<file path="config.mk">
export PLATFORM = sky130hd
export DESIGN_NAME = hazard_sequencer
export DESIGN_NICKNAME = d
export VERILOG_FILES = /design/src/rtl/hazard_sequencer.sv
export SDC_FILE = /design/constraint.sdc
export NUM_CORES = 1
export LEC_CHECK = 0
export ABC_AREA = 1
export CAP_MARGIN = 20
export CORE_ASPECT_RATIO = 1.75
export CORE_MARGIN = 4
export CORE_UTILIZATION = 50
export CTS_CLUSTER_SIZE = 10
export DETAILED_ROUTE_END_ITERATION = 16
export DONT_BUFFER_PORTS = 1
export GPL_TIMING_DRIVEN = 1
export PLACE_DENSITY_LB_ADDON = 0.12
export SYNTH_ARGS = -nofsm -noshare
export SYNTH_HDL_FRONTEND = slang
export SYNTH_SLANG_ARGS = --single-unit
export TNS_END_PERCENT = 1
</file>
<file path="constraint.sdc">
create_clock -name clk -period 4 [get_ports clk]
set_input_delay 0.4 -clock clk [delete_from_list [all_inputs] [get_ports clk]]
set_output_delay 0.4 -clock clk [all_outputs]
set_load 0.05 [all_outputs]
</file>
<file path="src/rtl/hazard_sequencer.sv">
// Pipeline hazard controller for the 5-stage core: load-use stalls, taken-branch
// flushes and multi-cycle mult/div occupancy of EX, plus saturating perf counters.
module hazard_sequencer #(
  parameter int unsigned MULDIV_LAT = 4,
  parameter int unsigned CNT_W      = 16
) (
  input  logic             clk,
  input  logic             rst_n,
  input  logic [4:0]       if_id_rs,
  input  logic [4:0]       if_id_rt,
  input  logic             if_id_uses_rt,
  input  logic             id_ex_mem_read,
  input  logic [4:0]       id_ex_rt,
  input  logic             branch_taken,
  input  logic             muldiv_start,
  output logic             pc_write,
  output logic             if_id_write,
  output logic             if_id_flush,
  output logic             id_ex_bubble,
  output logic             id_ex_hold,
  output logic             muldiv_done,
  output logic             busy,
  output logic [CNT_W-1:0] stall_count,
  output logic [CNT_W-1:0] flush_count
);

  typedef enum logic {StRun, StBusy} state_e;

  // Value loaded on mult/div start; the final EX cycle is the one seen with cnt == 1.
  localparam logic [3:0]       CntLoad = 4'(MULDIV_LAT - 1);
  localparam logic [CNT_W-1:0] CntOne  = 1;

  state_e           state_q, state_d;
  logic [3:0]       cnt_q, cnt_d;
  logic [CNT_W-1:0] stall_cnt_q, stall_cnt_d;
  logic [CNT_W-1:0] flush_cnt_q, flush_cnt_d;
  logic             load_use;

  // Load in EX whose destination feeds a source of the ID instruction; $0 never stalls.
  always_comb begin
    load_use = id_ex_mem_read && (id_ex_rt != 5'd0) &&
               ((id_ex_rt == if_id_rs) || (if_id_uses_rt && (id_ex_rt == if_id_rt)));
  end

  // Next-state and Mealy control outputs; defaults also hold while reset is asserted.
  always_comb begin
    pc_write     = 1'b1;
    if_id_write  = 1'b1;
    if_id_flush  = 1'b0;
    id_ex_bubble = 1'b0;
    id_ex_hold   = 1'b0;
    muldiv_done  = 1'b0;
    state_d      = state_q;
    cnt_d        = cnt_q;
    if (rst_n) begin
      unique case (state_q)
        StRun: begin
          if (branch_taken) begin
            if_id_flush  = 1'b1;
            id_ex_bubble = 1'b1;
          end else if (muldiv_start) begin
            pc_write    = 1'b0;
            if_id_write = 1'b0;
            id_ex_hold  = 1'b1;
            state_d     = StBusy;
            cnt_d       = CntLoad;
          end else if (load_use) begin
            pc_write     = 1'b0;
            if_id_write  = 1'b0;
            id_ex_bubble = 1'b1;
          end
        end
        StBusy: begin
          if (cnt_q > 4'd1) begin
            pc_write    = 1'b0;
            if_id_write = 1'b0;
            id_ex_hold  = 1'b1;
            cnt_d       = cnt_q - 4'd1;
          end else begin
            // Last EX cycle: the following instruction may still hit a load-use hazard.
            muldiv_done = 1'b1;
            if (load_use) begin
              pc_write     = 1'b0;
              if_id_write  = 1'b0;
              id_ex_bubble = 1'b1;
            end
            state_d = StRun;
            cnt_d   = 4'd0;
          end
        end
        default: begin
          state_d = StRun;
          cnt_d   = 4'd0;
        end
      endcase
    end
  end

  // Saturating performance counters.
  always_comb begin
    stall_cnt_d = stall_cnt_q;
    flush_cnt_d = flush_cnt_q;
    if (!pc_write && (stall_cnt_q != '1)) begin
      stall_cnt_d = stall_cnt_q + CntOne;
    end
    if (if_id_flush && (flush_cnt_q != '1)) begin
      flush_cnt_d = flush_cnt_q + CntOne;
    end
  end

  // State, occupancy counter and perf counter registers.
  always_ff @(posedge clk or negedge rst_n) begin
    if (!rst_n) begin
      state_q     <= StRun;
      cnt_q       <= 4'd0;
      stall_cnt_q <= '0;
      flush_cnt_q <= '0;
    end else begin
      state_q     <= state_d;
      cnt_q       <= cnt_d;
      stall_cnt_q <= stall_cnt_d;
      flush_cnt_q <= flush_cnt_d;
    end
  end

  assign busy        = (state_q == StBusy);
  assign stall_count = stall_cnt_q;
  assign flush_count = flush_cnt_q;

endmodule

</file>
==> results of run 1 <==
-- registers in the layout (all words and copies together) (netlist names) --
register     count
busy             1
cnt_q            4
flush_count     16
stall_count     16
-- synth_stat cells --
cell     instances
nand2_1         97
dfrtp_1         37
inv_1           36
nor2_1          35
nand3_1         31
xor2_1          16
xnor2_1         14
o21ai_0         12
nor3_1           9
inv_2            7
ha_1             4
nand2_2          4
nor2_4           3
buf_4            2
nand3_2          2
nand4_1          2
nor4_1           2
a21oi_1          1
buf_2            1
buf_6            1
nand2_4          1
nand2_8          1
nand4_4          1
nor2_2           1
nor3_2           1
o21ai_1          1
o41ai_1          1
-- metal layers --
metal,routed length (um),GRT usage [%],vias up
met5,0,0,-
met4,182,9.90,0
met3,341,5.32,16
met2,2730,32.8,62
met1,1940,21.0,936
li1,-,-,1018
-- metrics by stage --
stage,instance area (um^2),utilization (%)
2_1_floorplan,2380,-
3_3_place_gp,2420,51.9
3_5_place_dp,2420,51.9
4_1_cts,2540,54.4
5_1_grt,2540,54.4
6_report,2540,54.4
-- placed cells by master (no fill, tap or decap), drive strengths merged --
cell type / n
a21oi: 1
buf: 2
clkbuf: 5
clkinv: 2
clkinvlp: 1
dfrtp: 37
dlygate4sd3: 1
ha: 4
inv: 43
nand2: 103
nand3: 33
nand4: 3
nor2: 39
nor3: 10
nor4: 2
o21ai: 13
o41ai: 1
xnor2: 14
xor2: 16
-- report_power, final --
group	internal, mW	switching [mW]
Sequential	0.441	0.286
Combinational	0.119	0.235
Clock	0.120	0.139
Total	0.680	0.660
-- critical path, delay by kind of cell, from the launching register on --
family | cells | cell delay, ps
AND/OR/NAND/NOR | 5 | 770
flip-flops | 1 | 680
buffers and inverters | 4 | 750
-- cell type report --
cell class              instances  area, um^2  share of cell area (%)
clock buffers                   5        68.8                    2.71
clock inverters                 3        17.5                   0.691
inverters                      43         161                    6.36
multi-input cells             239        1260                    49.7
flip-flops and latches         37         926                    36.5
well taps                      52        65.1                    2.57
repair buffers                  3        37.5                    1.48
-- logic make-up (layout without fill, tap and decap cells) --
group	Yosys count	in the layout	share of synthesized area (%)
simple gates	190	190	36.5
buf+inv	47	54	8.10
compound gates	15	15	3.31
fa+ha+maj	4	4	2.10
xor+xnor	30	30	11.0
flops	37	37	38.9
-- path summary, 6_finish.rpt --
| kind | start | endpoint | slack [ps] | cells after the start |
|---|---|---|---|---|
| min in group asynchronous | rst_n | cnt_q[3] | 560 | 2 |
| worst min register to register | cnt_q[3] | cnt_q[3] | 560 | 2 |
| worst max register to register | busy | flush_count[11] | 1660 | 8 |
| max in group asynchronous | rst_n | stall_count[4] | 3260 | 2 |
| worst min-delay path | rst_n | busy | 220 | 1 |
| worst max-delay path | busy | pc_write | 1110 | 9 |
==> flow_summary.toml, run 1 <==
[placement]
dp_slack_ps = 1400
portBuffers = 0
hpwlAfterDp_mm = 3.94
dp.cells = 372
place_congestion = 0.890

[logic_synthesis]
synth_area_leader_cell = "dfrtp_1"
synth_top_area_share_pct = 38.9
syn-num-nets = 348
synth-seq-cells = 37
netlist_area_um2 = 2380
synth_area_leaders = "dfrtp_1 39%, nand2_1 15%, nand3_1 6.5%"
yosys_warnings = 0
synth_cells = 323
seq_area_frac_synth_pct = 38.9
synth_cell_types = 27
synthesis.area_per_instance_um2 = 7.36

[die]
dieWidth_um = 60.1
start_util_pct = 51.0
io_pins = 60
rows = 33
dieArea_um2 = 5970
fp.coreArea_um2 = 4670
die_y_um = 99.2

[power_and_ir_drop]
ir_drop_mv = 0.458
leakage_nw = 1.25
power.total_mw = 1.34
power.density_nw_per_um2 = 528

[layout]
final_nets = 354
antenna_cells = 0
fill_cells = 471
area.growth.synth_to_final_pct = 6.63
fin_cells = 382
drive_above_1_share_pct = 9.39

[clock_tree]
root_buffer = "clkbuf_8"
holdBufCountCts = 2
ctsResizeCount = 0
cts.sinks = 37
clk_latency_ps = 290
clk_pin_slew_ps = 70
cts_tree = "built"
clk_path_buf_depth = 2
cts_setup_buffers = 0
cts_buffers = 5
htreeDepth = 2

[timing]
max_freq_mhz = 346
fin_skew_ps = 5.98
hold_slack_ps = 219
hold_violations = 0
tightest_slew_ps = 951
final.setup.worst_slack_ps = 1110
final_max_slew_viol_count = 0
tns_ps = 0
setup_viol = 0
grt_setup_unrepaired = "false"
period_needed_ps = 2890
max_slew_margin_pct = 36.2
finalCritPeriodShare_pct = 72.2

[global_route]
antenna_found_initial = 0
grt_util_all_layers_pct = 19.3
gr-total-overflow = 0
grt_start_max_net_pins = 38
grt_pass1_wl_mm = 8.90
first_global_vias = 2043

[min_path]
hold_class = "input port to register"

[routing]
vias = 2032
wire_per_inst_um = 13.6
postRouteAntennaNets = 0
vias_per_cell = 5.32
drt_iter0_drc = 104
totalWireLength_mm = 5.19
dr.pass1.iters = 4
remaining_drc_errors = 0

[setup_path]
path_common_cell = "inv_2"
cpPeakStageDelay_ps = 680
arrival_ps = 2490
start_kind = "register"
slowest_stage = "dfrtp_1"
worstSetupPathType = "register to output port"
crit_fanout = 19
path_cells = "inv_2, nand2_2, nand2_2, nor2_4, inv_2, nor2_4, inv_2, nand2_8, inv_1"
critPathCaptureType = "output port"
required_ps = 3600

[outcome]
status = "completed"

[job]
timing.max_cap.violations = 0
No activity file was read; power rests on OpenSTA's default activity.
==> run 2: changes to the inputs <==
==> constraint.sdc (replaced) <==
create_clock -name clk -period 3 [get_ports clk]
set_input_delay 0.3 -clock clk [delete_from_list [all_inputs] [get_ports clk]]
set_output_delay 0.3 -clock clk [all_outputs]
set_load 0.05 [all_outputs]
==> flow_summary.toml, run 2 (synthesis gave the netlist of run 1 again) <==
[outcome]
status = "completed"

[routing]
postRouteAntennaNets = 0
vias = 2051
vias_per_cell = 5.17
dr.pass1.iters = 4
totalWireLength_mm = 5.29
drt_iter0_drc = 72
wire_per_inst_um = 13.3
remaining_drc_errors = 0

[layout]
mostFrequentLayoutCells = "97 x nand2_1, 37 x dfrtp_1, 36 x inv_1"
drive_above_1_share_pct = 13.3
area.growth.synth_to_final_pct = 11.4
final_common_cell = "nand2_1"
antenna_cells = 0
final_util_pct = 56.8
fill_cells = 456
fin_cells = 397
final_nets = 369
finalInstanceArea_um2 = 2650

[clock_tree]
htreeDepth = 2
clk_path_buf_depth = 2
ctsResizeCount = 0
cts.sinks = 37
cts_buffers = 5
clk_pin_slew_ps = 70
cts_tree = "built"
clk_latency_ps = 290
root_buffer = "clkbuf_8"

[global_route]
grt_start_max_net_pins = 38
first_global_vias = 2046
grt_pass1_wl_mm = 8.88
gr-total-overflow = 0
grt_util_all_layers_pct = 19.1
antenna_found_initial = 0

[die]
start_util_pct = 51.0
dieWidth_um = 60.1
die_y_um = 99.2
dieArea_um2 = 5970
fp.coreArea_um2 = 4670
io_pins = 60
rows = 33

[setup_path]
reg2reg_to = "flush_count[11]"
start_kind = "register"
crit_fanout = 19
required_ps = 2700
arrival_ps = 2200
critPathCaptureType = "output port"
crit_path_start = "cnt_q[0]"
worstSetupPathType = "register to output port"
rrSetupSlack_ps = 910
r2r-start = "flush_count[3]"
r2r.worst_path.cells = 9
endpoint = "pc_write"

[timing]
max_slew_margin_pct = 59.7
final_max_slew_viol_count = 0
fin_skew_ps = 6.26
finalCritPeriodShare_pct = 83.2
tns_ps = 0
max_freq_mhz = 400
grt_setup_unrepaired = "false"
setup_viol = 0
tightest_slew_ps = 605
hold_violations = 0
period_needed_ps = 2500

[power_and_ir_drop]
power.total_mw = 1.86
leakage_nw = 1.33
ir_drop_mv = 0.565
power.density_nw_per_um2 = 703

[placement]
portBuffers = 0
placed_area_um2 = 2530
hpwlAfterDp_mm = 4.01
place_congestion = 0.830
dp.cells = 387

[min_path]
hold_class = "input port to register"

[job]
timing.max_cap.violations = 0
run 2: per-layer routing:
metal | part of all wire, % | track usage, % | routed length (um)
met1 | 37 | 20.9 | 1950
met2 | 53 | 33.8 | 2820
met3 | 7.1 | 4.42 | 378
met4 | 2.8 | 8.02 | 147
met5 | 0 | 0 | 0
run 2: what timing repair did:
action                                  4_1_cts  5_1_grt
endpoints found under the setup margin        0        0
hold endpoints to repair                     37        0
setup buffers                                 0        0
hold buffers                                  2        0
run 2: metrics by stage:
step	hold slack (ps)	setup WS (ps)
6_report	136	503
5_1_grt	136	343
4_1_cts	135	486
3_5_place_dp	5.32	805
3_3_place_gp	5.30	851
2_1_floorplan	4.41	437
run 2: worst min-delay path by stage:
stage / start / endpoint / depth (start not counted)
after floorplan: rst_n / busy / 0
final: rst_n / busy / 1
after global placement: rst_n / flush_count[12] / 0
after global routing: rst_n / busy / 1
after detailed placement: rst_n / flush_count[12] / 0
after CTS: rst_n / busy / 1
run 2: final cells by class:
cell class / instances / area, um^2 / area share, %
multi-input combinational: 239 / 1260 / 47.6
sequential: 37 / 926 / 35.0
inverter: 43 / 161 / 6.09
timing repair buffer: 18 / 150 / 5.67
clock buffer: 5 / 68.8 / 2.60
tap: 52 / 65.1 / 2.46
clock inverter: 3 / 17.5 / 0.661
run 2: where the power goes:
part | total [mW] | leakage, nW | switching, mW | internal, mW
sequential | 0.762 | 0.490 | 0.171 | 0.591
combinational | 0.756 | 0.794 | 0.534 | 0.222
clock | 0.343 | 0.0439 | 0.183 | 0.160
run 2: critical path, stage by stage, from the launching register on:
cell and delay, ps:
dfrtp_1 380, inv_1 70, ha_1 220, o21ai_1 200
nor2_1 110, nor2_4 360, inv_2 130, nand2_8 160
inv_1 50, buf_4 230
